==> src/rtl/adders_pkg.sv <==
// Shared types and constants for the adder cell collection.
package adders_pkg;

  localparam int unsigned ADDER_W = 8;

  typedef enum logic [1:0] {
    S_IDLE,
    S_RUN,
    S_DONE
  } serial_state_t;

endpackage

==> src/rtl/full_add.sv <==
// One-bit full adder cell, purely combinational.
module full_add (
  input  logic i_a,
  input  logic i_b,
  input  logic i_cin,
  output logic o_s,
  output logic o_co
);

  assign o_s  = i_a ^ i_b ^ i_cin;
  assign o_co = (i_a & i_b) | (i_a & i_cin) | (i_b & i_cin);

endmodule

==> src/rtl/serial_adder.sv <==
// Bit-serial adder: one full-adder cell plus a carry flop, LSB first, WIDTH cycles per sum.
module serial_adder
  import adders_pkg::*;
#(
  parameter int unsigned WIDTH = ADDER_W
) (
  input  logic             i_clk,
  input  logic             i_rst,
  input  logic             i_start,
  input  logic [WIDTH-1:0] i_a,
  input  logic [WIDTH-1:0] i_b,
  output logic             o_busy,
  output logic             o_done,
  output logic [WIDTH-1:0] o_sum,
  output logic             o_cout
);

  localparam int unsigned CW = $clog2(WIDTH + 1);

  serial_state_t    r_state;
  logic [WIDTH-1:0] r_a_sh;
  logic [WIDTH-1:0] r_b_sh;
  logic [WIDTH-1:0] r_sum_sh;
  logic [WIDTH-1:0] r_sum;
  logic             r_cout;
  logic             r_carry;
  logic [CW-1:0]    r_cnt;

  logic             w_s;
  logic             w_co;
  logic [WIDTH-1:0] w_sum_next;

  full_add u_full_add (
    .i_a  (r_a_sh[0]),
    .i_b  (r_b_sh[0]),
    .i_cin(r_carry),
    .o_s  (w_s),
    .o_co (w_co)
  );

  // New sum bit enters at the MSB; written as shifts so WIDTH=1 needs no special case.
  assign w_sum_next = (r_sum_sh >> 1) | (WIDTH'(w_s) << (WIDTH - 1));

  always_ff @(posedge i_clk) begin
    if (i_rst) begin
      r_state  <= S_IDLE;
      r_a_sh   <= '0;
      r_b_sh   <= '0;
      r_sum_sh <= '0;
      r_sum    <= '0;
      r_cout   <= 1'b0;
      r_carry  <= 1'b0;
      r_cnt    <= '0;
    end else begin
      case (r_state)
        S_IDLE, S_DONE: begin
          if (i_start) begin
            r_a_sh   <= i_a;
            r_b_sh   <= i_b;
            r_sum_sh <= '0;
            r_carry  <= 1'b0;
            r_cnt    <= '0;
            r_state  <= S_RUN;
          end else begin
            r_state <= S_IDLE;
          end
        end
        S_RUN: begin
          r_sum_sh <= w_sum_next;
          r_a_sh   <= r_a_sh >> 1;
          r_b_sh   <= r_b_sh >> 1;
          r_carry  <= w_co;
          r_cnt    <= r_cnt + CW'(1);
          if (r_cnt == CW'(WIDTH - 1)) begin
            r_sum   <= w_sum_next;
            r_cout  <= w_co;
            r_state <= S_DONE;
          end
        end
        default: r_state <= S_IDLE;
      endcase
    end
  end

  assign o_busy = (r_state == S_RUN);
  assign o_done = (r_state == S_DONE);
  assign o_sum  = r_sum;
  assign o_cout = r_cout;

endmodule
==> config.mk <==
export PLATFORM = sky130hd
export DESIGN_NAME = serial_adder
export DESIGN_NICKNAME = d
export VERILOG_FILES = /design/src/rtl/adders_pkg.sv /design/src/rtl/full_add.sv /design/src/rtl/serial_adder.sv
export SDC_FILE = /design/constraint.sdc
export NUM_CORES = 1
export LEC_CHECK = 0
export ABC_AREA = 1
export BUFFER_PORTS_ARGS = -buffer_cell sky130_fd_sc_hd__buf_4
export CAP_MARGIN = 20
export CORE_MARGIN = 2
export CORE_UTILIZATION = 45
export CTS_CLUSTER_SIZE = 12
export DETAILED_ROUTE_END_ITERATION = 16
export GPL_TIMING_DRIVEN = 0
export HOLD_SLACK_MARGIN = 0.12
export PLACE_DENSITY = 0.63
export SYNTH_ARGS = -nofsm -noshare
export SYNTH_HDL_FRONTEND = slang
export SYNTH_SLANG_ARGS = --single-unit
==> constraint.sdc <==
create_clock -name i_clk -period 1.4 [get_ports i_clk]
set_input_delay 0.07 -clock i_clk [delete_from_list [all_inputs] [get_ports i_clk]]
set_output_delay 0.07 -clock i_clk [all_outputs]
set_load 0.1 [all_outputs]
Word-level counts from Yosys, hierarchy flattened:

Cells that the tools add are included.
Widths: inputs -> output; s select.

* input bits: 19
* register bits after elaboration: 40

* equal/unequal tests: 5
* reductions and logical operators: 5
* mux-type cells: 13
* bitwise operators: 8
* add/subtract/negate cells: 1

Operator list (count)
* $pmux 8 s2: 3
* $mux 8: 3
* $or 7x8->8: 1
* $pmux 4 s2: 1
* $add 4x1->4 const B: 1
* $eq 4x3->1 const B: 1
* $mux 4: 1
* $pmux 2 s2: 1
* $reduce_and 2->1: 2
* $and 1x1->1: 3
* $eq 2x1->1 const B: 1
* $eq 2x2->1 const B: 1
* $logic_not 2->1: 1
* $mux 1: 2
* $mux 2: 1
* $ne 2x1->1 const B: 1
* $ne 2x2->1 const B: 1
* $or 1x1->1: 2
* $pmux 1 s2: 1
* $reduce_bool 2->1: 1
* $reduce_or 2->1: 1
* $xor 1x1->1: 2

Longest topological paths before layout:

* depth in word-level cells: 4
* depth in mapped cells: 7

Modules after synthesis:

Synthesis repeated with hierarchy kept, for this count alone.

* cells, all modules: 239
* area total of the unflattened synthesis: 1766.7 um^2

By module, submodules not included
* serial_adder: instances 1, area each 1746.7 um^2, cells an instance 238
* full_add: instances 1, area each 20.0 um^2, cells an instance 1

Least setup slack after synthesis:

Ideal clock, no wire load.

* kind: reg2out
* from: register r_state[1]
* to: output port o_done
* setup slack: -541 ps
* cell stages (with the launch flop): 4
* data required time: 1330 ps
* data arrival time: 1871 ps
* path through: dfxtp_1 inv_2 buf_2 nor2_1

* cells in the longest elaborated chain, start to end: 1

RTL lines
* from (decl): RTL line serial_adder.sv:20 `serial_state_t r_state;`
* from (signal assigned): RTL line serial_adder.sv:46 `r_state <= S_IDLE;`
* from (signal assigned): RTL line serial_adder.sv:63 `r_state <= S_RUN;`
* from (signal assigned): RTL line serial_adder.sv:65 `r_state <= S_IDLE;`
* $eq 2x2->1: RTL line serial_adder.sv:86 `assign o_done = (r_state == S_DONE);`
* to (decl): RTL line serial_adder.sv:13 `output logic o_done,`

No other way between the ends.

Final worst setup path:

* from: register r_state[0]
* to: output port o_done

The elaborated chain is that of the path after synthesis.

==> impl_metrics.env <==
export IMPL_status="completed"
export IMPL_antenna_found_initial=0
export IMPL_grt_max_degree=13
export IMPL_internal_power_mw=1.64
export IMPL_die_y_um=66.7
export IMPL_grt_usage=0.213
export IMPL_grt_ovfl_total=0
export IMPL_gp_congestion=0.764
export IMPL_layout_drive_gt1_share=0.221
export IMPL_nNetsFinal=301
export IMPL_cts_sinks=39
export IMPL_drc=0
export IMPL_switching_power_mw=0.616
export IMPL_clk_insertion_delay_late_ns=0.29
export IMPL_drv_slew=0
export IMPL_ir_drop_v=0.000732
export IMPL_period_share=0.942
export IMPL_fp_dieArea_mm2=0.00444
export IMPL_multi_input_comb_area_um2=821
export IMPL_drt_iter0_drc=106
export IMPL_r2r_cells=6
export IMPL_setup_viol=0
export IMPL_netlist_area_mm2=0.00177
export IMPL_worst_slew_margin_rel=0.681
export IMPL_n_antenna_cell=0
export IMPL_clkSlewWorstSetupHoldPaths_ns=0.07
export IMPL_syn_area_per_cell_um2=7.39
export IMPL_h_tree_depth=2
export IMPL_synth_cell_types=18
export IMPL_mostFrequentLayoutCells="73 x nand3_1, 41 x nand2_1, 38 x dfxtp_1, 30 x buf_4, 28 x a21oi_1"
export IMPL_register_area_um2=782
export IMPL_fmax_mhz=758
export IMPL_r2r_slack_ns=0.08
export IMPL_hold_path_cell_count=5
export IMPL_clkPwrFrac=0.327
export IMPL_sw_frac_of_total=0.273
export IMPL_grt_pass1_vias=1581
export IMPL_critPathMaxStageDelay_ns=0.31
export IMPL_die_x_um=66.7
export IMPL_crit_slowest_cell="dfxtp_1"
export IMPL_syn_num_nets=260
export IMPL_path_cells="buf_6 -> buf_2 -> nor2_4 -> buf_12"
export IMPL_cp_start_kind="flip-flop"
export IMPL_rows=22
export IMPL_grt_pass1_wl_um=7090
export IMPL_yosys_register_bits=39
export IMPL_ant_nets=0
export IMPL_r2r_start="r_cnt[0]"
export IMPL_hold_viol_final=0
export IMPL_whs_ns=0.132
export IMPL_path_max_fanout=10
export IMPL_cts_tree="done"
export IMPL_start_util=0.475
export IMPL_worstMarginPinSlew_ns=0.478
export IMPL_yosysWarnings=0
export IMPL_crit_arrival_ns=1.25
export IMPL_cts_made_buffers=5
export IMPL_yosysSeqAreaShare=0.442
export IMPL_routed_via_count=1710
export IMPL_p_seq_frac=0.520
export IMPL_min_delay_start="i_b[2]"
export IMPL_min_path_type="in -> reg"
export IMPL_combinationalPowerShare=0.153
export IMPL_routed_via_density=5.20
export IMPL_ioPinCount=30
export IMPL_worstSetupPathType="reg -> out"
export IMPL_worst_hold_path_endpoint="r_b_sh[2]"
export IMPL_post_dp_cell_area_mm2=0.00204
export IMPL_p_per_area_mw_per_mm2=1020
export IMPL_cts_root_buf="clkbuf_8"
export IMPL_port_buffers=27
export IMPL_timing_max_cap_violations=0
export IMPL_clock_path_buffers=2
export IMPL_synthCells=239
export IMPL_fin_crit_ns=1.32
export IMPL_wl_um=4290
export IMPL_routedWlPerCell_um=13.0
export IMPL_areaGrowthSynthToFinish_pct=25.4
export IMPL_core_area_mm2=0.00372
export IMPL_dr_pass1_iters=4
export IMPL_fill_cells=381
export IMPL_hpwl_um=2850
export IMPL_cp_end_kind="output pin"
export IMPL_r2r_end="o_sum[5]"
export IMPL_final_common_cell="nand3_1"
export IMPL_clock_skew_ns=0.00588
export IMPL_p_leak_nw=0.952
export IMPL_final_area_mm2=0.00222
export IMPL_cp_required_ns=1.33
worst max-delay path, delay by kind of cell, from the launching register on:
kind,cells,cell delay [ns]
flip-flops,1,0.31
buffers and inverters,3,0.51
AND/OR/NAND/NOR,1,0.14
metal layers:
layer | wire length (um) | vias up | GRT usage
met2 | 1930 | 29 | 0.325
li1 | - | 882 | -
met4 | 51 | 0 | 0.0612
met1 | 2160 | 794 | 0.292
met5 | 0 | - | 0
met3 | 146 | 5 | 0.0608
worst max-delay path by stage:
stage               slack (ns)       end        from
detailed placement        0.13  o_sum[2]    r_cnt[0]
CTS                      0.004    o_busy  r_state[0]
global route             -0.01  o_sum[3]    r_cnt[0]
global placement          0.12  o_sum[6]    r_cnt[0]
floorplan                 0.18    o_cout      o_cout
finish                    0.08    o_done  r_state[0]
power groups by stage:
| stage | logic [mW] | registers (mW) | clock network (mW) |
|---|---|---|---|
| 5_1_grt | 0.381 | 1.18 | 0.797 |
| 2_1_floorplan | 0.224 | 1.19 | 0 |
| 3_5_place_dp | 0.320 | 1.20 | 0 |
| 4_1_cts | 0.337 | 1.17 | 0.754 |
| 3_3_place_gp | 0.318 | 1.20 | 0 |
| 6_report | 0.344 | 1.17 | 0.738 |
cell usage after synthesis (all sizes together):
master  number  area [um2]
ha           1        12.5
o21ai        2        10.0
clkbuf       3        11.3
buf         14         103
fa           1        20.0
nand2       43         174
nor2        13        63.8
nand3       74         370
a21oi       28         140
dfxtp       39         781
inv         21        81.3
registers in the layout, summed over array words and instances, names as in the netlist:
signal    flops
o_cout        1
r_a_sh        8
r_b_sh        8
r_state       2
o_sum         8
r_carry       1
r_sum_sh      7
r_cnt         4
metrics by stage:
step / instances / util / power (mW) / setup TNS, ns / worst slack (ns)
after floorplan: 239 / - / 1.42 / 0 / 0.183
after global placement: 314 / 0.548 / 1.52 / 0 / 0.118
after detailed placement: 314 / 0.548 / 1.52 / 0 / 0.130
after CTS: 326 / 0.584 / 2.26 / 0 / 0.00449
after global routing: 329 / 0.596 / 2.36 / -0.0165 / -0.0112
final: 329 / 0.596 / 2.26 / 0 / 0.0811
cell families (layout without fill, tap and decap cells):
group | count (synthesis) | count (layout) | share of synthesized area
simple gates | 130 | 132 | 0.344
flops | 39 | 39 | 0.442
buf+inv | 38 | 78 | 0.110
compound gates | 30 | 30 | 0.0850
fa+ha+maj | 2 | 2 | 0.0184
final cells by class:
type,instances,share of cell area
tap,48,0.0271
clock buffer,6,0.0327
sequential,39,0.353
inverter,21,0.0367
timing repair buffer,32,0.123
clock inverter,2,0.00565
multi-input combinational,164,0.370
buffer,17,0.0514
what timing repair did:
action | CTS | global route
endpoints found under the hold margin | 7 | 0
cloned | 0 | 2
hold buffers | 3 | 0
setup endpoints to repair | 2 | 10
pin swaps | 1 | 2
resized for setup | 3 | 7
setup buffers | 1 | 1
Note: power is estimated with default switching activity, not from simulation.
